--- config.mk ---
export PLATFORM = sky130hd
export DESIGN_NAME = hood_mode_ctrl
export DESIGN_NICKNAME = d
export VERILOG_FILES = /design/src/rtl/hood_mode_ctrl.sv
export SDC_FILE = /design/constraint.sdc
export NUM_CORES = 1
export LEC_CHECK = 0
export BUFFER_PORTS_ARGS = -buffer_cell sky130_fd_sc_hd__buf_2
export CAP_MARGIN = 20
export CELL_PAD_IN_SITES_DETAIL_PLACEMENT = 1
export CELL_PAD_IN_SITES_GLOBAL_PLACEMENT = 2
export CORE_MARGIN = 2
export CORE_UTILIZATION = 38
export DETAILED_ROUTE_END_ITERATION = 12
export HOLD_SLACK_MARGIN = 0.05
export PLACE_DENSITY = 0.9
export SETUP_SLACK_MARGIN = 0.3
export SLEW_MARGIN = 15
export SYNTH_ARGS = -nofsm -noshare
export SYNTH_HDL_FRONTEND = slang
export SYNTH_SLANG_ARGS = --single-unit
export TNS_END_PERCENT = 20
--- constraint.sdc ---
create_clock -name clk -period 3.36 [get_ports clk]
set_input_delay 1.008 -clock clk [delete_from_list [all_inputs] [get_ports clk]]
set_output_delay 1.008 -clock clk [all_outputs]
set_load 0.02 [all_outputs]
--- src/rtl/hood_mode_ctrl.sv ---
// hood_mode_ctrl: mode controller for the kitchen hood. It takes debounced
// button pulses and the power level, and drives registered mode, fan level,
// countdown seconds and the LEDs. A free-running prescaler divides clk into
// 1 s ticks. The ticks pace the hurricane, hurricane-exit and self-clean timers.
module hood_mode_ctrl #(
    parameter int CLK_HZ        = 100_000_000,
    parameter int NUM_LEVELS    = 3,
    parameter int HURRICANE_SEC = 60,
    parameter int EXIT_SEC      = 60,
    parameter int CLEAN_SEC     = 180,
    parameter int CD_W          = 8
) (
    input  logic                              clk,
    input  logic                              rst,
    input  logic                              power_on,
    input  logic                              menu_btn,
    input  logic [NUM_LEVELS-1:0]             level_btn,
    input  logic                              clean_btn,
    output logic [2:0]                        mode_state,
    output logic [$clog2(NUM_LEVELS+1)-1:0]   fan_level,
    output logic [CD_W-1:0]                   countdown,
    output logic [NUM_LEVELS-1:0]             level_led,
    output logic                              clean_led,
    output logic                              clean_done
);

    localparam int FW = $clog2(NUM_LEVELS + 1);
    localparam int PW = $clog2(CLK_HZ);

    localparam logic [PW-1:0]   PRESC_MAX = PW'(CLK_HZ - 1);
    localparam logic [FW-1:0]   TOP_LVL   = FW'(NUM_LEVELS);
    localparam logic [FW-1:0]   TOP_IDX   = FW'(NUM_LEVELS - 1);
    localparam logic [FW-1:0]   HI_LVL    = FW'(NUM_LEVELS - 1);
    localparam logic [CD_W-1:0] HURRI_CD  = CD_W'(HURRICANE_SEC);
    localparam logic [CD_W-1:0] EXIT_CD   = CD_W'(EXIT_SEC);
    localparam logic [CD_W-1:0] CLEAN_CD  = CD_W'(CLEAN_SEC);

    typedef enum logic [2:0] {
        ST_OFF        = 3'd0,
        ST_STANDBY    = 3'd1,
        ST_MENU       = 3'd2,
        ST_LEVEL      = 3'd3,
        ST_HURRI      = 3'd4,
        ST_HURRI_EXIT = 3'd5,
        ST_CLEAN      = 3'd6
    } state_t;

    state_t                 state_q, state_d;
    logic [FW-1:0]          fan_q, fan_d;
    logic [CD_W-1:0]        cd_q, cd_d;
    logic [PW-1:0]          presc_q, presc_d;
    logic                   hurri_used_q, hurri_used_d;
    logic                   clean_done_q, clean_done_d;
    logic [NUM_LEVELS-1:0]  level_led_q, level_led_d;
    logic                   clean_led_q, clean_led_d;

    logic                   any_req;
    logic [FW-1:0]          any_sel;
    logic                   low_req;
    logic [FW-1:0]          low_sel;
    logic                   tick;
    logic                   expire;

    assign tick   = (presc_q == PRESC_MAX);
    assign expire = tick && (cd_q == CD_W'(1));

    // Lowest set level request among all bits, and among the non-hurricane bits
    always_comb begin
        any_req = 1'b0;
        any_sel = '0;
        low_req = 1'b0;
        low_sel = '0;
        for (int i = NUM_LEVELS - 1; i >= 0; i--) begin
            if (level_btn[i]) begin
                any_req = 1'b1;
                any_sel = FW'(i);
            end
        end
        for (int i = NUM_LEVELS - 2; i >= 0; i--) begin
            if (level_btn[i]) begin
                low_req = 1'b1;
                low_sel = FW'(i);
            end
        end
    end

    // Next-state, fan level, countdown and hurricane one-shot flag
    always_comb begin
        state_d      = state_q;
        fan_d        = fan_q;
        cd_d         = cd_q;
        hurri_used_d = hurri_used_q;
        clean_done_d = 1'b0;

        if (!power_on) begin
            state_d      = ST_OFF;
            fan_d        = '0;
            cd_d         = '0;
            hurri_used_d = 1'b0;
        end else begin
            case (state_q)
                ST_OFF: begin
                    state_d = ST_STANDBY;
                    fan_d   = '0;
                    cd_d    = '0;
                end
                ST_STANDBY: begin
                    if (menu_btn) begin
                        state_d = ST_MENU;
                    end
                end
                ST_MENU: begin
                    if (menu_btn) begin
                        state_d = ST_STANDBY;
                    end else if (clean_btn) begin
                        state_d = ST_CLEAN;
                        fan_d   = '0;
                        cd_d    = CLEAN_CD;
                    end else if (any_req) begin
                        if (any_sel == TOP_IDX) begin
                            // Hurricane is once per power cycle; a repeat request is dropped
                            if (!hurri_used_q) begin
                                state_d      = ST_HURRI;
                                fan_d        = TOP_LVL;
                                cd_d         = HURRI_CD;
                                hurri_used_d = 1'b1;
                            end
                        end else begin
                            state_d = ST_LEVEL;
                            fan_d   = any_sel + FW'(1);
                        end
                    end
                end
                ST_LEVEL: begin
                    if (menu_btn) begin
                        state_d = ST_STANDBY;
                        fan_d   = '0;
                    end else if (low_req) begin
                        fan_d = low_sel + FW'(1);
                    end
                end
                ST_HURRI: begin
                    // Timer expiry wins over a menu press landing on the same cycle
                    if (expire) begin
                        state_d = ST_LEVEL;
                        fan_d   = HI_LVL;
                        cd_d    = '0;
                    end else if (menu_btn) begin
                        state_d = ST_HURRI_EXIT;
                        cd_d    = EXIT_CD;
                    end else if (tick) begin
                        cd_d = cd_q - CD_W'(1);
                    end
                end
                ST_HURRI_EXIT: begin
                    if (expire) begin
                        state_d = ST_STANDBY;
                        fan_d   = '0;
                        cd_d    = '0;
                    end else if (tick) begin
                        cd_d = cd_q - CD_W'(1);
                    end
                end
                ST_CLEAN: begin
                    if (expire) begin
                        state_d      = ST_STANDBY;
                        cd_d         = '0;
                        clean_done_d = 1'b1;
                    end else if (tick) begin
                        cd_d = cd_q - CD_W'(1);
                    end
                end
                default: begin
                    state_d = ST_OFF;
                    fan_d   = '0;
                    cd_d    = '0;
                end
            endcase
        end
    end

    // Prescaler restarts on every state change so each timed state dwells whole seconds
    always_comb begin
        presc_d = presc_q + PW'(1);
        if ((state_d != state_q) || tick) begin
            presc_d = '0;
        end
    end

    // LEDs are derived from the next values so they stay aligned with fan/mode
    generate
        for (genvar gi = 0; gi < NUM_LEVELS; gi++) begin : g_led
            assign level_led_d[gi] = (fan_d == FW'(gi + 1));
        end
    endgenerate
    assign clean_led_d = (state_d == ST_CLEAN);

    // State and output registers with synchronous active-low reset
    always_ff @(posedge clk) begin
        if (!rst) begin
            state_q      <= ST_OFF;
            fan_q        <= '0;
            cd_q         <= '0;
            presc_q      <= '0;
            hurri_used_q <= 1'b0;
            clean_done_q <= 1'b0;
            level_led_q  <= '0;
            clean_led_q  <= 1'b0;
        end else begin
            state_q      <= state_d;
            fan_q        <= fan_d;
            cd_q         <= cd_d;
            presc_q      <= presc_d;
            hurri_used_q <= hurri_used_d;
            clean_done_q <= clean_done_d;
            level_led_q  <= level_led_d;
            clean_led_q  <= clean_led_d;
        end
    end

    assign mode_state = state_q;
    assign fan_level  = fan_q;
    assign countdown  = cd_q;
    assign level_led  = level_led_q;
    assign clean_led  = clean_led_q;
    assign clean_done = clean_done_q;

endmodule

==> run_results.csv <==
group,metric,value,unit
die,die_h,89.0,um
pwr,irDropWorstVdd,218,uV
pwr,p_leak,0.000983,uW
synth,async_flop_share,0,%
clocking,post_cts_buffers,0,
worst_setup_path,critPathCaptureType,"flip-flop",
die,die_w,89.0,um
route,antenna_left,0,
route,firstDrtPassIters,4,
timing,fmax,404,MHz
worst_setup_path,reg2reg_depth,5,
timing,finalSetupViolCount,0,
worst_setup_path,crit_chain,"buf_2 -> nor4b_1 -> o21ai_0 -> a21oi_1 -> or3_1 -> buf_4 -> nor3_1",
synth,synth.net_count,343,
synth,synth_enable_flop_cells,0,
synth,synth-seq-cells,46,
place,globalplace.congestion,0.789,
timing,skew,0.00697,ns
pwr,power_per_cell_area,327,nW/um^2
timing,tightestPinTransition,0.907,ns
clocking,cts_hold_buf,0,
worst_setup_path,start_kind,"input pin",
clocking,clk_latency,0.30,ns
global_route,overflow,0,
synth,synth-main-ff-cell,"dfxtp_1",
cells_and_area,drive_gt1_share,16.6,%
synth,synthTopCellsByArea,"dfxtp_1 (34%), nor3_1 (6.4%), xnor2_1 (6.4%), a21oi_1 (3.8%), nand3_1 (3.6%)",
global_route,grt_pass1_vias,2535,
timing,min_period_over_period,73.7,%
route,drt-initial-drc-count,119,
clocking,clkTransAtPathRegs,0.09,ns
die,core,6910,um^2
cells_and_area,n_fill_cell,874,
timing,finalHoldViolCount,0,
worst_hold_path,hold_path.startpoint,"presc_q[0]$_SDFF_PP0_",
worst_setup_path,worstPathMaxFanout,27,
synth,ys_types,67,
worst_setup_path,crit_type,"input pin to flip-flop",
worst_setup_path,timing.rr.start,"countdown[3]$_SDFFE_PN0P_",
timing,relSlewSlack,38.6,%
global_route,antenna_found_initial,0,
synth,synthTopCellsByCount,"dfxtp_1 (46), nor3_1 (35), a21oi_1 (21), nand3_1 (20), xnor2_1 (20)",
clocking,cts-htree-levels,2,
worst_hold_path,hold_path.class,"flip-flop to flip-flop",
die,initial_core_util,39.7,%
die,io_pins,26,
route,vias_per_cell,5.74,
route,remaining_drc_errors,0,
worst_setup_path,crit_slowest_cell,"nor4b_1",
place,placement.io_buffers,25,
worst_hold_path,hold_depth,1,
worst_hold_path,hold-path-endpoint,"presc_q[0]$_SDFF_PP0_",
global_route,grt_max_degree,28,
timing,totalNegativeSetupSlack,0,ns
cells_and_area,syn_to_final_growth,10.2,%
synth,synth_top_cell_by_area,"dfxtp_1",
clocking,root_buffer,"clkbuf_8",
flow_run,timing.max_cap.violations,0,
outcome,status,"completed",
synth,syn_area,2740,um^2
route,wl_per_cell,16.3,um
timing,rsz0062_at_grt,"false",
clocking,cts_buffers,5,
clocking,cts_max_path_buffers,2,
timing,slew_violations,0,
worst_setup_path,worstPathRequired,3.54,ns
synth,yosysTopAreaCellShare,33.6,%
worst_setup_path,slowest_delay,0.49,ns
pwr,fin_total_pwr,988,uW
clocking,cts_tree,"yes",
cells_and_area,nets,360,
route,vias,2558,
worst_setup_path,cp.arrival,2.66,ns
synth,seq_area_frac_synth,33.6,%
worst_setup_path,r2r-end,"countdown[2]$_SDFFE_PN0P_",
clocking,clock_sinks,46,
synth,yosysWarnings,0,
die,design.die.area,7910,um^2
die,row_count,30,
synth,synthesis.instances,332,
global_route,grt_util_all_layers,19.3,%
cells_and_area,antennaDiodeCount,0,
synth,synth.most_common_cell,"dfxtp_1",
place,post-dp-hpwl,5250,um
clocking,post_cts_resized,0,
global_route,grt_pass1_wl,12200,um
timing,fin_crit,2.48,ns
route,wl,7270,um
worst_setup_path,rrSetupSlack,1.06,ns
synth,avgSynthCellArea,8.26,um^2
==> worst max path at each step <==
stage	from	endpoint	slack [ns]	depth (start not counted)
6_report	level_btn[1]	presc_q[7]$_SDFF_PP0_	0.88	7
5_1_grt	menu_btn	presc_q[18]$_SDFF_PP0_	0.76	8
4_1_cts	level_btn[1]	presc_q[7]$_SDFF_PP0_	0.87	7
3_5_place_dp	level_btn[1]	presc_q[14]$_SDFF_PP0_	0.56	7
3_3_place_gp	level_btn[1]	presc_q[13]$_SDFF_PP0_	0.60	7
2_1_floorplan	clean_btn	presc_q[20]$_SDFF_PP0_	0.91	7
==> power by group <==
group / total, uW / leakage (uW) / internal (uW) / switching, uW
Clock: 362 / 0.0000472 / 166 / 196
Sequential: 552 / 0.000371 / 547 / 5.01
Combinational: 74.0 / 0.000565 / 22.8 / 51.2
==> area by class of cell <==
class	instances	area (um^2)	share of cell area [%]
Clock inverter	2	12.5	0.414
Sequential cell	46	921	30.5
Timing Repair Buffer	30	163	5.38
Clock buffer	6	82.6	2.73
Multi-Input combinational cell	252	1670	55.3
Tap cell	96	120	3.98
Inverter	14	52.6	1.74
==> routing by layer <==
layer | track usage [%] | up-vias | share of wire (%)
li1 | - | 1261 | -
met1 | 25.0 | 1250 | 46
met2 | 34.2 | 42 | 50
met3 | 3.42 | 5 | 3.9
met4 | 3.26 | 0 | 0.61
met5 | 0 | - | 0
==> flip-flops by register name, summed over array words and instances, names as in the netlist <==
signal and flops:
countdown 8, fan_level 2, level_led 3, presc_q 27, mode_state 3, clean_done 1
clean_led 1, hurri_used_q 1
==> placed cells by master, fill, tap and decap left out, types with 2 or more instances in the layout <==
cell	n
nand3_2	2
or4_4	2
a21bo_2	2
or3_1	2
xnor2_1	20
nor2_1	16
o31ai_1	2
and2_1	2
a22oi_1	2
buf_4	5
a21oi_1	21
nor4b_2	2
o21a_1	2
nor4_1	6
or2_2	2
nand3_1	20
nand2_1	14
nor4_2	2
inv_1	14
xor2_1	8
ha_1	3
a21o_1	2
a31oi_1	4
a21boi_0	2
nor3_1	35
o311ai_1	2
clkbuf_8	6
o21ai_0	15
and3_1	6
nor3b_1	2
dfxtp_1	46
and4_1	5
nor2b_1	6
nand2b_1	3
nor4b_1	3
nand4_1	7
buf_2	25
nand3b_1	2
==> critical path, delay by kind of cell <==
kind	cells	cell delay (ns)
AO/OA/AOI/OAI	2	0.52
AND/OR/NAND/NOR	3	0.71
buffers and inverters	2	0.41
==> stage by stage <==
stage               area, um^2  hold slack (ns)  worst slack [ns]  utilization (%)  std cells
detailed placement        2930            0.479             0.557             42.4        438
CTS                       3020            0.493             0.871             43.8        446
global route              3020            0.545             0.764             43.8        446
floorplan                 2740            0.449             0.910                -        332
finish                    3020            0.496             0.882             43.8        446
global placement          2930            0.473             0.596             42.4        438
==> kinds of logic after synthesis <==
family / share of synthesized area (%)
flip-flops: 33.6
AND/OR/NAND/NOR: 33.2
XOR/XNOR: 8.94
AO/OA/AOI/OAI: 17.4
buffers and inverters: 5.52
adder cells (fa/ha/maj): 1.37
(Power assumes the default switching activity.)
